### src/rtl/mem_port_arbiter.sv
// Two-port round-robin arbiter in front of a single-port 32-bit data memory.
// Issue latency 1 cycle (registered); read data returns RD_LAT cycles after mem_en via a tag pipeline.
// Backpressure: req/gnt handshake, a port is ineligible in its own grant cycle; optional MEM_ARB_BOUNDS_CHECK_EN.
module mem_port_arbiter #(
   parameter int MEM_SIZE = 1024,
   parameter int RD_LAT   = 1,
   localparam int AW      = $clog2(MEM_SIZE)
) (
   input  logic          CLK,
   input  logic          RST,
   // port 0: loader / host
   input  logic          req0,
   input  logic          we0,
   input  logic [31:0]   addr0,
   input  logic [31:0]   wdata0,
   output logic          gnt0,
   output logic          rvalid0,
   output logic [31:0]   rdata0,
   // port 1: execution core
   input  logic          req1,
   input  logic          we1,
   input  logic [31:0]   addr1,
   input  logic [31:0]   wdata1,
   output logic          gnt1,
   output logic          rvalid1,
   output logic [31:0]   rdata1,
   // memory side
   output logic          mem_en,
   output logic          mem_we,
   output logic [AW-1:0] mem_addr,
   output logic [31:0]   mem_wdata,
   input  logic [31:0]   mem_rdata,
   output logic          err
);

   // One entry per issued access, travelling alongside the memory read latency.
   typedef struct packed {
      logic vld;   // a read was issued (writes carry vld=0)
      logic port;  // requesting port index
      logic oob;   // out-of-range access: return zero instead of memory data
   } tag_t;

   // ------------------------------------------------------------------
   // Arbitration
   // ------------------------------------------------------------------
   logic          r_last;      // index of the most recently granted port
   logic          r_gnt0;
   logic          r_gnt1;

   logic          w_elig0;
   logic          w_elig1;
   logic          w_win_vld;
   logic          w_win_port;
   logic          w_sel_we;
   logic [31:0]   w_sel_addr;
   logic [31:0]   w_sel_wdata;
   logic          w_oob;

   // A port's req is stale during its own grant cycle, so it cannot win twice in a row.
   assign w_elig0 = req0 & ~r_gnt0;
   assign w_elig1 = req1 & ~r_gnt1;

   // Pick the winner (round-robin on a tie) and mux its request fields.
   always_comb begin
      w_win_vld   = w_elig0 | w_elig1;
      w_win_port  = 1'b0;
      if (w_elig0 && w_elig1) begin
         w_win_port = ~r_last;
      end else if (w_elig1) begin
         w_win_port = 1'b1;
      end
      w_sel_we    = w_win_port ? we1    : we0;
      w_sel_addr  = w_win_port ? addr1  : addr0;
      w_sel_wdata = w_win_port ? wdata1 : wdata0;
   end

`ifdef MEM_ARB_BOUNDS_CHECK_EN
   // Full 32-bit compare so a non-power-of-two depth is also covered.
   assign w_oob = w_win_vld && (w_sel_addr >= 32'(MEM_SIZE));
`else
   // Upper address bits are ignored; accesses wrap on the low AW bits.
   assign w_oob = 1'b0;
   logic w_unused_hi_addr;
   assign w_unused_hi_addr = ^{addr0[31:AW], addr1[31:AW]};
`endif

   // ------------------------------------------------------------------
   // Registered issue
   // ------------------------------------------------------------------
   logic          r_mem_en;
   logic          r_mem_we;
   logic [AW-1:0] r_mem_addr;
   logic [31:0]   r_mem_wdata;
   logic          r_iss_rd;    // a read (in or out of range) was granted this cycle
   logic          r_iss_port;
   logic          r_iss_oob;

   // Register the winning access for one cycle; out-of-range accesses never strobe memory.
   always_ff @(posedge CLK or posedge RST) begin
      if (RST) begin
         r_last      <= 1'b1;
         r_gnt0      <= 1'b0;
         r_gnt1      <= 1'b0;
         r_mem_en    <= 1'b0;
         r_mem_we    <= 1'b0;
         r_mem_addr  <= '0;
         r_mem_wdata <= '0;
         r_iss_rd    <= 1'b0;
         r_iss_port  <= 1'b0;
         r_iss_oob   <= 1'b0;
      end else begin
         r_gnt0      <= w_win_vld & ~w_win_port;
         r_gnt1      <= w_win_vld &  w_win_port;
         r_mem_en    <= w_win_vld & ~w_oob;
         r_mem_we    <= w_win_vld & ~w_oob & w_sel_we;
         r_iss_rd    <= w_win_vld & ~w_sel_we;
         r_iss_port  <= w_win_port;
         r_iss_oob   <= w_oob;
         if (w_win_vld) begin
            r_last      <= w_win_port;
            r_mem_addr  <= w_sel_addr[AW-1:0];
            r_mem_wdata <= w_sel_wdata;
         end
      end
   end

`ifdef MEM_ARB_BOUNDS_CHECK_EN
   logic r_err;

   // Flag an out-of-range access in its grant cycle.
   always_ff @(posedge CLK or posedge RST) begin
      if (RST) begin
         r_err <= 1'b0;
      end else begin
         r_err <= w_oob;
      end
   end

   assign err = r_err;
`else
   assign err = 1'b0;
`endif

   assign gnt0      = r_gnt0;
   assign gnt1      = r_gnt1;
   assign mem_en    = r_mem_en;
   assign mem_we    = r_mem_we;
   assign mem_addr  = r_mem_addr;
   assign mem_wdata = r_mem_wdata;

   // ------------------------------------------------------------------
   // Read-return tag pipeline
   // ------------------------------------------------------------------
   // Stage 0 is loaded from the issue registers, so the last stage lines up
   // with mem_rdata exactly RD_LAT cycles after the mem_en cycle.
   tag_t r_tag [RD_LAT];

   // Shift the tags; reset drops every in-flight read.
   always_ff @(posedge CLK or posedge RST) begin
      if (RST) begin
         for (int i = 0; i < RD_LAT; i++) begin
            r_tag[i] <= '0;
         end
      end else begin
         r_tag[0] <= '{vld: r_iss_rd, port: r_iss_port, oob: r_iss_oob};
         for (int i = 1; i < RD_LAT; i++) begin
            r_tag[i] <= r_tag[i-1];
         end
      end
   end

   tag_t        w_ret;
   logic [31:0] w_ret_data;
   logic [31:0] r_rdata0;
   logic [31:0] r_rdata1;

   assign w_ret      = r_tag[RD_LAT-1];
   assign w_ret_data = w_ret.oob ? 32'h0 : mem_rdata;
   assign rvalid0    = w_ret.vld & ~w_ret.port;
   assign rvalid1    = w_ret.vld &  w_ret.port;

   // Remember the last returned word per port so rdata holds between returns.
   always_ff @(posedge CLK or posedge RST) begin
      if (RST) begin
         r_rdata0 <= '0;
         r_rdata1 <= '0;
      end else begin
         if (rvalid0) begin
            r_rdata0 <= w_ret_data;
         end
         if (rvalid1) begin
            r_rdata1 <= w_ret_data;
         end
      end
   end

   // Returning data passes straight through in its valid cycle.
   assign rdata0 = rvalid0 ? w_ret_data : r_rdata0;
   assign rdata1 = rvalid1 ? w_ret_data : r_rdata1;

endmodule

### config.mk
export PLATFORM = sky130hd
export DESIGN_NAME = mem_port_arbiter
export DESIGN_NICKNAME = d
export VERILOG_FILES = /design/src/rtl/mem_port_arbiter.sv
export SDC_FILE = /design/constraint.sdc
export NUM_CORES = 1
export LEC_CHECK = 0
export ABC_AREA = 1
export CORE_MARGIN = 4
export CORE_UTILIZATION = 36
export CTS_CLUSTER_DIAMETER = 200
export CTS_CLUSTER_SIZE = 30
export DETAILED_ROUTE_END_ITERATION = 16
export GPL_ROUTABILITY_DRIVEN = 0
export PLACE_DENSITY = 0.83
export RECOVER_POWER = 100
export SLEW_MARGIN = 20
export SYNTH_ARGS = -nofsm -noshare
export SYNTH_HDL_FRONTEND = slang
export SYNTH_SLANG_ARGS = --single-unit
### constraint.sdc
create_clock -name CLK -period 4.1 [get_ports CLK]
set_input_delay 1.23 -clock CLK [delete_from_list [all_inputs] [get_ports CLK]]
set_output_delay 1.23 -clock CLK [all_outputs]
set_load 0.05 [all_outputs]
=== After elaboration in Yosys (flattened, before gate mapping) ===
Cells that the tools add are included.

* ROM bits: 0
* Memories: 0
* Bits in latches: 0
* Bits of input ports: 166
* Logic and storage cells: 36
* Memory bits (writable): 0
* Register bits: 115
* Output and inout port bits: 113

* Equal/unequal tests: 0
* Reduce and logical (&&, ||, !) cells: 1
* Multipliers: 0
* Bitwise operators: 15
* $add $sub $neg: 0
* Divide/modulo/power cells: 0
* Mux-type cells: 7
* Order comparisons: 0
* Shift operators: 0

{| class="wikitable"
|+ Operator list
! operator !! number
|-
| $mux 32 || 3
|-
| $mux 10 || 1
|-
| $and 1x1->1 || 8
|-
| $not 1->1 || 6
|-
| $mux 1 || 3
|-
| $logic_and 1x1->1 || 1
|-
| $or 1x1->1 || 1
|}

=== Logic depth before layout (Yosys ltp) ===
* Depth in word-level cells: 7
* Depth in mapped cells: 7
* Depth with buffers taken out: 6

=== Least setup slack after synthesis ===
No wires, ideal clock.

* Path type: input to output
* Start: in mem_rdata[0]
* End: out rdata1[0]
* Stages on the path: 2
* Slack: 0.470 ns
* Data required time: 2.870 ns
* Path buffers: 0
* Arrival: 2.400 ns
* Cell sequence: inv_1 -> o21ai_0

* Longest elaborated chain between the ends: 1

{| class="wikitable"
|+ RTL lines
! element !! RTL line !! RTL
|-
| from (decl) || 32 || <nowiki>input logic [31:0] mem_rdata,</nowiki>
|-
| $mux 32 || n/a ||
|-
| to (decl) || 26 || <nowiki>output logic [31:0] rdata1,</nowiki>
|}

No other way between the ends.

=== Worst setup path in the final report ===
* Start: in mem_rdata[13]
* End: out rdata0[13]

* Longest elaborated chain between the ends: 1

{| class="wikitable"
|+ RTL lines
! element !! RTL line !! RTL
|-
| $mux 32 || 198 || <nowiki>assign rdata0 = rvalid0 ? w_ret_data : r_rdata0;</nowiki>
|-
| to (decl) || 18 || <nowiki>output logic [31:0] rdata0,</nowiki>
|}

No other way between the ends.

==> metrics.csv <==
metric;value;unit
critPathRequiredTime;2.87;ns
rows;43;
synth.distinct_cells;22;
clock_latency;0.40;ns
cp_data_arrival_time;2.58;ns
post_cts_buffers;0;
synth.cell_area;5270;µm²
yosys_warnings;0;
rr_startpoint;gnt1;
min_to;r_tag[2];
cts.clk_slew.worst_paths;0.05;ns
post_dp_cell_area;7930;µm²
fin_crit_sh;92.8;%
ys_seq_area_share;54.6;%
cts_resized;0;
ctsHtreeMaxLevel;4;
design_area;7840;µm²
failed_checks;max-capacitance violations, max-slew violations;
fin_util;55.6;%
numCtsBuffers;17;
syn_to_final_growth;48.7;%
core_area;14100;µm²
max_slew_margin;-40.4;%
pwr-share-seq;27.0;%
cp_max_fo;2;
ir_drop;0.000282;V
switching_share;47.4;%
crit_type;input pin to primary output;
antenna_left;0;
finalHoldViolations;0;
die_area;16600;µm²
post_drt_wl_per_cell;14.8;µm
grt_pass1_wl;23100;µm
p_int;0.00334;W
grt_pass1_vias;4552;
fin_nets;985;
maxCapViolCount;4;
report.final.slew_viol_count;254;
finalSetupViolations;0;
die_h;129;µm
numPortBuffers;233;
synth_cells;598;
hold_path_startpoint;r_iss_rd;
cts_tree;yes;
rsz0062_at_grt;no;
routed_wl;15000;µm
p_leak;3.90;nW
p_comb_share;50.0;%
grt_max_degree;116;
clock.fmax;263;MHz
io_pins;279;
ctsRootBufferMaster;clkbuf_16;
antenna_found_initial;1;
hold_depth;0;
syn_avg_cell_area;8.81;µm²
worst_slew_pin_slew;2.11;ns
clkSinkCount;115;
power.density;809;nW/µm²
status;finished with violations;
synth_fp_nets;764;
grt_util_all_layers;17.8;%
holdCritPathClass;flip-flop to flip-flop;
drc;0;
dp_hpwl;10300;µm
vias_per_cell;4.58;
vias;4637;
period_needed;3.81;ns
die_width;129;µm
drt_iter0_drc;326;
regToRegEndpoint;mem_wdata[14];
drt_pre_antenna_iters;4;
ys_ff_latch;115;
finClkSkew;0.0140;ns
power.switching;0.00300;W
grt_overflow;0;
clkPwrFrac;23.0;%
setup_tns;0;ns
drive_gt1_share;8.05;%
r2r_slack;1.31;ns
startpoint;mem_rdata[13];
clk_path_buf_depth;2;
postCtsHoldBufs;0;
reg2regPathDepth;5;
initial_core_util;37.4;%
worstSetupStartpointType;input pin;
end_kind;primary output;
## cell type report
cell class / instances / area [µm²]
Antenna cell: 1 / 2.50
Clock buffer: 22 / 454
Clock inverter: 10 / 133
Fill cell: 1284 / 6260
Inverter: 87 / 330
Multi-Input combinational cell: 357 / 1660
Sequential cell: 115 / 2880
Tap cell: 180 / 225
Timing Repair Buffer: 241 / 2150
## kinds of logic (layout without fill, tap and decap cells)
group | count (synthesis) | count (layout) | synth area share [%]
AO/OA/AOI/OAI | 65 | 65 | 6.17
buffers and inverters | 126 | 360 | 13.4
flip-flops | 115 | 115 | 54.6
other | 1 | 2 | 0.0712
AND/OR/NAND/NOR | 291 | 291 | 25.7
## metal layers
metal,GRT usage [%],up-vias,wire [µm]
li1,-,2331,-
met1,20.9,2092,6070
met2,28.6,201,7060
met3,8.05,13,1670
met4,7.10,0,226
met5,0,-,0
## sequential cells by signal (all words and copies together), names as in the netlist
name / flops
gnt0: 1
gnt1: 1
mem_addr: 10
mem_en: 1
mem_wdata: 32
mem_we: 1
r_iss_port: 1
r_iss_rd: 1
r_last: 1
r_rdata0: 32
r_rdata1: 32
r_tag: 2
## cells in the mapped netlist
cell type,n,area share (%)
nor2_8,1,0.38
buf_4,3,0.43
nand2_4,2,0.43
dfstp_2,1,0.50
o21ai_0,42,4.0
nand2_1,151,11
o21ai_1,23,2.2
nand2_8,1,0.38
dfrtp_1,114,54
nand3_4,1,0.33
conb_1,1,0.071
inv_2,2,0.14
clkbuf_1,5,0.36
clkbuf_8,9,2.4
nor2_1,3,0.21
inv_1,85,6.1
nand2_2,3,0.36
buf_6,17,3.6
buf_2,5,0.47
or2_1,1,0.12
nand3_1,122,12
nand3_2,6,1.1
## cell usage in the layout, fill, tap and decap left out, types with 3 or more instances in the layout
cell	n
nand2_1	152
nand3_1	122
dfrtp_1	114
clkdlybuf4s50_1	87
inv_1	84
dlygate4sd3_1	82
o21ai_0	65
clkbuf_1	55
clkbuf_16	17
buf_4	10
buf_12	9
nand3_2	6
clkinv_2	5
nand2_2	4
nor2_1	3
bufinv_16	3
## power by group through the flow
stage	clock network (W)	registers, W	logic [W]
after floorplan	0	0.00217	0.00187
after global placement	0	0.00172	0.00396
after detailed placement	0	0.00174	0.00399
after CTS	0.00150	0.00172	0.00400
after global routing	0.00155	0.00176	0.00337
final	0.00146	0.00171	0.00317
## through the flow
| step | hold slack [ns] | total power, W | instances | worst slack [ns] |
|---|---|---|---|---|
| 2_1_floorplan | 0.331 | 0.00404 | 598 | 0.470 |
| 3_5_place_dp | 0.340 | 0.00573 | 980 | 0.484 |
| 3_3_place_gp | 0.334 | 0.00568 | 980 | 0.491 |
| 6_report | 0.342 | 0.00634 | 1013 | 0.293 |
| 5_1_grt | 0.364 | 0.00668 | 1013 | 0.222 |
| 4_1_cts | 0.344 | 0.00722 | 1012 | 0.480 |
## worst max-delay path, stage by stage
cell and delay [ns]:
dlygate4sd3_1 0.52, inv_1 0.05, o21ai_0 0.26, clkbuf_1 0.51
## worst max path at each step
| stage | cells past startpoint | endpoint |
|---|---|---|
| finish | 4 | rdata0[13] |
| global route | 4 | rdata0[15] |
| detailed placement | 4 | rdata0[22] |
| CTS | 4 | rdata0[22] |
| floorplan | 2 | rdata1[0] |
| global placement | 4 | rdata0[22] |
(Power assumes the default switching activity.)
